## src/rtl/branch_resolve_unit.sv

```systemverilog
// Execute-stage branch resolution: FIFO of fetch-time predictions checked against the
// actual outcome, producing redirect/flush, predictor training strobe and statistics.
module branch_resolve_unit #(
   parameter int DEPTH = 4,
   parameter int CNT_W = 16
) (
   input  logic             clk,
   input  logic             reset,
   input  logic             pred_valid,
   input  logic             pred_taken,
   input  logic [31:0]      pred_target,
   input  logic [31:0]      pred_pc_plus4,
   output logic             pred_ready,
   input  logic             BranchE,
   input  logic             PCSrcE,
   input  logic [31:0]      Act_Target,
   output logic             Eval_branch,
   output logic [31:0]      Redirect_PC,
   output logic             flush,
   output logic             StateUpdateEnable,
   output logic             q_empty,
   output logic             underflow_err,
   output logic [CNT_W-1:0] branch_count,
   output logic [CNT_W-1:0] mispredict_count
);
   localparam int AW = $clog2(DEPTH);

   logic [AW:0]        wr_ptr_reg, rd_ptr_reg;
   logic               taken_mem  [DEPTH];
   logic [31:0]        target_mem [DEPTH];
   logic [31:0]        pc4_mem    [DEPTH];
   logic               underflow_reg;
   logic [CNT_W-1:0]   branch_count_reg, mispredict_count_reg;

   logic               full, res, mis, push;
   logic [AW-1:0]      head_idx, tail_idx;
   logic               head_taken;
   logic [31:0]        head_target, head_pc4;

   assign head_idx    = rd_ptr_reg[AW-1:0];
   assign tail_idx    = wr_ptr_reg[AW-1:0];
   assign q_empty     = (wr_ptr_reg == rd_ptr_reg);
   assign full        = (wr_ptr_reg[AW] != rd_ptr_reg[AW]) &&
                        (wr_ptr_reg[AW-1:0] == rd_ptr_reg[AW-1:0]);
   assign pred_ready  = ~full;

   assign head_taken  = taken_mem[head_idx];
   assign head_target = target_mem[head_idx];
   assign head_pc4    = pc4_mem[head_idx];

   // A taken/taken pair can still mispredict if the computed target differs.
   assign res  = BranchE & ~q_empty;
   assign mis  = res & ((head_taken != PCSrcE) |
                        (PCSrcE & head_taken & (head_target != Act_Target)));
   assign push = pred_valid & pred_ready & ~mis;

   assign Eval_branch       = mis;
   assign flush             = mis;
   assign StateUpdateEnable = res;
   assign Redirect_PC       = mis ? (PCSrcE ? Act_Target : head_pc4) : 32'h0;

   assign underflow_err     = underflow_reg;
   assign branch_count      = branch_count_reg;
   assign mispredict_count  = mispredict_count_reg;

   // Storage carries no reset; validity is defined purely by the pointers.
   always_ff @(posedge clk) begin
      if (push) begin
         taken_mem[tail_idx]  <= pred_taken;
         target_mem[tail_idx] <= pred_target;
         pc4_mem[tail_idx]    <= pred_pc_plus4;
      end
   end

   always_ff @(posedge clk or negedge reset) begin
      if (!reset) begin
         wr_ptr_reg <= '0;
         rd_ptr_reg <= '0;
      end else begin
         if (push)
            wr_ptr_reg <= wr_ptr_reg + (AW+1)'(1);
         // Every entry younger than a mispredicted branch is wrong-path.
         if (mis)
            rd_ptr_reg <= wr_ptr_reg;
         else if (res)
            rd_ptr_reg <= rd_ptr_reg + (AW+1)'(1);
      end
   end

   always_ff @(posedge clk or negedge reset) begin
      if (!reset) begin
         branch_count_reg     <= '0;
         mispredict_count_reg <= '0;
         underflow_reg        <= 1'b0;
      end else begin
         if (res && (branch_count_reg != {CNT_W{1'b1}}))
            branch_count_reg <= branch_count_reg + CNT_W'(1);
         if (mis && (mispredict_count_reg != {CNT_W{1'b1}}))
            mispredict_count_reg <= mispredict_count_reg + CNT_W'(1);
         if (BranchE && q_empty)
            underflow_reg <= 1'b1;
      end
   end
endmodule

```

## config.mk

```make
export PLATFORM = sky130hd
export DESIGN_NAME = branch_resolve_unit
export DESIGN_NICKNAME = d
export VERILOG_FILES = /design/src/rtl/branch_resolve_unit.sv
export SDC_FILE = /design/constraint.sdc
export NUM_CORES = 1
export LEC_CHECK = 0
export ABC_AREA = 1
export BUFFER_PORTS_ARGS = -buffer_cell sky130_fd_sc_hd__buf_4
export CORE_UTILIZATION = 47
export CTS_BUF_LIST = sky130_fd_sc_hd__clkbuf_8
export CTS_CLUSTER_SIZE = 25
export DETAILED_ROUTE_END_ITERATION = 8
export PLACE_DENSITY = 0.7
export SKIP_LAST_GASP = 1
export SLEW_MARGIN = 20
export SYNTH_ARGS = -nofsm -noshare
export SYNTH_HDL_FRONTEND = slang
export SYNTH_SLANG_ARGS = --single-unit
```

## constraint.sdc

```tcl
create_clock -name clk -period 5.5 [get_ports clk]
set_clock_uncertainty 0.15 [all_clocks]
set_input_delay 1.1 -clock clk [delete_from_list [all_inputs] [get_ports clk]]
set_output_delay 1.1 -clock clk [all_outputs]
set_load 0.02 [all_outputs]
```

---- Word-level counts from Yosys, hierarchy flattened ----
Memory sizes are Yosys's and may differ from the RTL's.
Cells that the tools add are included.
storage, ports and cells
  flip-flop bits (word level) ............. 39
  memory bits (read-only) ................. 0
  memories ................................ 3
  output and inout port bits .............. 70
  input bits .............................. 102
  logic and storage cells ................. 40
  bits in writable memories ............... 260
  latch bits .............................. 0
memories
  name        depth  width  read ports  clocked after memory_dff  wr ports  line  RTL
  pc4_mem     4      32     1           0                         1         31    logic [31:0] pc4_mem [DEPTH];
  target_mem  4      32     1           0                         1         30    logic [31:0] target_mem [DEPTH];
  taken_mem   4      1      1           0                         1         29    logic taken_mem [DEPTH];
cells by class
  divide/modulo/power cells ............... 0
  $mul .................................... 0
  add/subtract/negate cells ............... 4
  bitwise logic cells ..................... 10
  reductions and logical operators ........ 5
  equal/unequal tests ..................... 7
  shifts and indexed selects .............. 0
  order comparisons ....................... 0
  mux-type cells .......................... 6
operators with widths
  cell                   count
  $mux 32                2
  $add 16x1->16 const B  2
  $ne 16x16->1 const B   2
  $ne 32x32->1           1
  $add 3x1->3 const B    2
  $and 1x1->1            6
  $mux 3                 2
  $logic_and 1x1->1      4
  $eq 3x3->1             1
  $not 1->1              3
  $eq 2x2->1             1
  $mux 1                 2
  $ne 1x1->1             2
  $reduce_bool 2->1      1
  $or 1x1->1             1

---- Depth between registers and ports, before layout ----
An unclocked memory read counts as a cell.
  depth in word-level cells ............... 9
  depth in mapped cells ................... 20
  depth with buffers taken out ............ 18

---- Worst setup path before layout ----
No wires, ideal clock.
  kind .................................... register to register
  start ................................... reg rd_ptr_reg[0]
  end ..................................... mem pc4_mem[0][0] (enable)
  required time ........................... 4862 ps
  path buffers ............................ 5
  path slack .............................. -182 ps
  stages on the path, launching flop included .. 15
  clock period less this slack ............ 5682 ps
  arrival time ............................ 5044 ps
  setup time .............................. 488 ps
  cells stage by stage .................... dfrtp_1 -> buf_4 -> inv_4 -> buf_6 -> buf_6 -> clkbuf_1 -> clkbuf_1 -> o21ai_0 -> o22ai_1 -> ha_1 -> inv_1 -> nand2_4 -> nand2_4 -> nand2_2 -> nor2_1
between the ends
  cells in the longest elaborated chain, start to end .. 9
  elaborated cells on any way between the ends .. 19
  classes of those cells .................. 4 x eq/ne; 2 x mux; 10 x bitwise; 1 x reduce/logical; 2 x memory
ends and longest elaborated chain
  what                                                line  RTL
  from (decl)                                         28    logic [AW:0] wr_ptr_reg, rd_ptr_reg;
  from (signal assigned)                              84    rd_ptr_reg <= wr_ptr_reg;
  from (signal assigned)                              86    rd_ptr_reg <= rd_ptr_reg + (AW+1)'(1);
  $mem_v2 4x32 / $mem_v2 4x1 (equally long branches)  n/a
  $ne 32x32->1 / $and 1x1->1 (equally long branches)  54    (PCSrcE & head_taken & (head_target != Act_Target)));
  $and 1x1->1                                         54
  $or 1x1->1                                          53    assign mis = res & ((head_taken != PCSrcE) |
  $and 1x1->1                                         53
  $not 1->1                                           55    assign push = pred_valid & pred_ready & ~mis;
  $and 1x1->1 *                                       55
  $mux 1 *                                            68    if (push) begin
  $mux 1 (not written as such) *                      71    pc4_mem[tail_idx] <= pred_pc_plus4;
  to (decl)                                           31
Mark *: on every way between the ends. The rest lies on a longest branch, timed or not.

---- Worst setup path after layout ----
  start ................................... reg rd_ptr_reg[0]
  end ..................................... out Redirect_PC[24]
between the ends
  cells in the longest elaborated chain, start to end .. 6
  elaborated cells on any way between the ends .. 14
  classes of those cells .................. 3 x eq/ne; 2 x mux; 6 x bitwise; 3 x memory
ends and longest elaborated chain
  what                                                line  RTL
  $mem_v2 4x32 / $mem_v2 4x1 (equally long branches)  n/a
  $ne 32x32->1 / $and 1x1->1 (equally long branches)  54
  $and 1x1->1                                         54
  $or 1x1->1                                          53
  $and 1x1->1                                         53
  $mux 32 *                                           60    assign Redirect_PC = mis ? (PCSrcE ? Act_Target : head_pc4) : 32'h0;
  to (decl)                                           18    output logic [31:0] Redirect_PC,
Marks and branches as above.

==> metrics <==
run status complete, no violations; critical path launch point type flop; total die area 28400 µm²; most frequent cell on the critical path nand2_1; Max Cap Viol 0; share of cells above drive strength 1 19.1%; worst flop-to-flop path endpoint target_mem[1][10]; clk_lat worst skew 0.57 ns; cts repair resizes 0; crit path max fanout 68; Hold Path Origin underflow_err; CTS sink cnt 299; r2r setup slk 0.90 ns; CTS buffer count 50; sequential share of the synthesized area 67.3%; YS warnings 0; Max Clk Rate 0.193 GHz; most frequent cells in the layout nand2_1, edfxtp_1, buf_4; TritonCTS clock tree done; # hold bufs at CTS 0; critical path class flop to output pin; final hold vios 0; Site Rows 60; ANT nets after route 0; placed cell count 1691; FF-to-FF Start rd_ptr_reg[0]; slowest stage delay, CP 0.50 ns; Netlist Area Pre-Place 13000 µm²; RSZ-0062 raised after global routing false; Worst setup EP type output pin; Static Leakage 6.35 nW; Pins Over Slew Limit 0; footprint of the multi-input gates 3770 µm²; Initial DRC Count 856; filler-free cell count of the finished design 1780; antenna violations before repair 2; largest registers pc4_mem: 128 flops, target_mem: 128 flops; Via density 5.29; largest net degree at the start of global routing 135; H-tree depth 2; cells along the critical path inv_4, buf_12, nand2_1, nand3_1, nand2_1, nand2_1, nand2_1, inv_1, nand2_1, nor2_1, nand2_1, nor2_1, nand2_1, nand2_2, nand2_4, nand2_4, nor2_1, buf_4; routed vias 9425; Hold Crit Endpoint underflow_err; GRT Util Overall 22.7%; fin crit share 94.4%; Worst EP required 4.25 ns; slowest CP cell dfrtp_4; setup bufs post-CTS 0; vias in the first global route 9157; Rel. slew slack 44.5%; Die H 169 µm; CTS clk-pin slew, worst paths 0.06 ns; drt pass-1 iters 5; sequential cell area 8790 µm²; Layout area overhead 20.5%; WL per Instance 18.0 µm; routability cong. 0.856; Mapped Nets 1297; Die W 169 µm; final core utilization 58.0%; fin crit period 5.19 ns; Initial Util 48.1%; Synth Register Bits 299; Pwr Density 499 nW/µm²; # DRC 0; Synth Instances 1187; Clock Tree Buf Depth 3; Syn Area/Cell 11.0 µm²; first-pass GRT wire length 49.8 mm; synth unique cells 34; Worst Path Arrival 3.94 ns; Total Wirelength 32.0 mm; fill cell count 2268; cell count of the worst hold path 1; maximum vdd drop 305 µV; nets 1481; Worst-Margin Slew 0.832 ns; total grt overflow 0; most common cell after layout, fill and taps aside nand2_1; port bufs 171; total I/O pin count 172; worst r2r path cells 19; HPWL Detailed 20.5 mm; final setup vio count 0; Hold Path Class flop to flop; clk root buf clkbuf_8; Core ar. 27100 µm²
-- cell families (layout without fill, tap and decap cells) --
kind of cell    Yosys count  count (layout)  share of synthesized area, %
simple gates            595             595                          19.6
flops                   299             299                          67.3
compound gates          135             135                          6.13
buf+inv                 118             336                          4.05
xor+xnor                 32              32                          2.15
fa+ha+maj                 8               8                         0.767
other cells               0               3                             0
-- cell usage after synthesis --
cell,instances,area [µm²]
buf_4,8,60.1
nand3_4,1,17.5
dfrtp_1,39,976
ha_1,8,100
o221ai_1,32,280
nand2_1,297,1110
o22ai_1,1,6.26
clkinv_2,1,5.00
nand2b_1,1,6.26
buf_1,1,3.75
nor2_4,1,11.3
or2_1,1,6.26
nand2_4,3,33.8
inv_4,1,6.26
nand4_1,26,163
nor2_2,1,6.26
edfxtp_1,260,7810
o21ai_0,99,495
nand3_1,111,556
inv_1,54,203
xor2_1,24,210
buf_2,17,85.1
nand3_2,1,10.0
xnor2_1,8,70.1
nand3b_1,10,75.1
buf_6,4,45.0
nor4_1,2,12.5
inv_2,3,11.3
clkbuf_1,29,109
nor3_1,11,55.1
nor2_1,127,477
a21oi_1,2,10.0
nand2_2,2,12.5
a21o_1,1,7.51
-- stage by stage --
stage	hold slack, ns	TNS, ns	setup WS, ns	power, mW	instance area [µm²]
floorplan	0.362	-47.42	-0.182	5.12	13000
CTS	0.313	0	0.264	7.91	15700
global route	0.335	0	0.0112	8.34	15700
global placement	0.294	0	0.989	6.04	14800
detailed placement	0.300	0	0.923	6.09	14800
finish	0.310	0	0.309	7.85	15700
-- final cells by class --
cell class,count,share of cell area (%)
Antenna cell,3,0.0477
Clock buffer,52,4.55
Clock inverter,34,1.25
Inverter,59,1.43
Multi-Input combinational cell,770,24.0
Sequential cell,299,55.9
Tap cell,372,2.96
Timing Repair Buffer,191,9.91
-- critical path: cells and delay by family, from the launching register on --
kind / cells / cell delay [ns]
buffers and inverters: 4 / 1.04
DFF: 1 / 0.50
and+or+nand+nor: 14 / 1.76
-- worst max path at each step --
stage,from,end,slack [ns],cells past startpoint
floorplan,rd_ptr_reg[0],pc4_mem[0][0],-0.18,14
global placement,rd_ptr_reg[0],Redirect_PC[24],0.99,18
detailed placement,rd_ptr_reg[0],Redirect_PC[24],0.92,18
CTS,rd_ptr_reg[0],Redirect_PC[24],0.26,18
global route,rd_ptr_reg[0],Redirect_PC[24],0.01,18
finish,rd_ptr_reg[0],Redirect_PC[24],0.31,18
-- per-layer routing --
layer	part of all wire (%)	GRT usage, %	vias up
met5	0	0	-
met4	2.1	7.55	0
met3	7.6	4.96	46
met2	48	36.3	335
met1	43	31.0	4509
li1	-	-	4535
-- where the power goes --
group	internal [mW]	leakage [nW]	switching [mW]
clock network	0.963	0.532	0.845
logic	0.933	2.95	1.98
registers	2.96	2.86	0.162
Note: power is estimated with default switching activity, not from simulation.
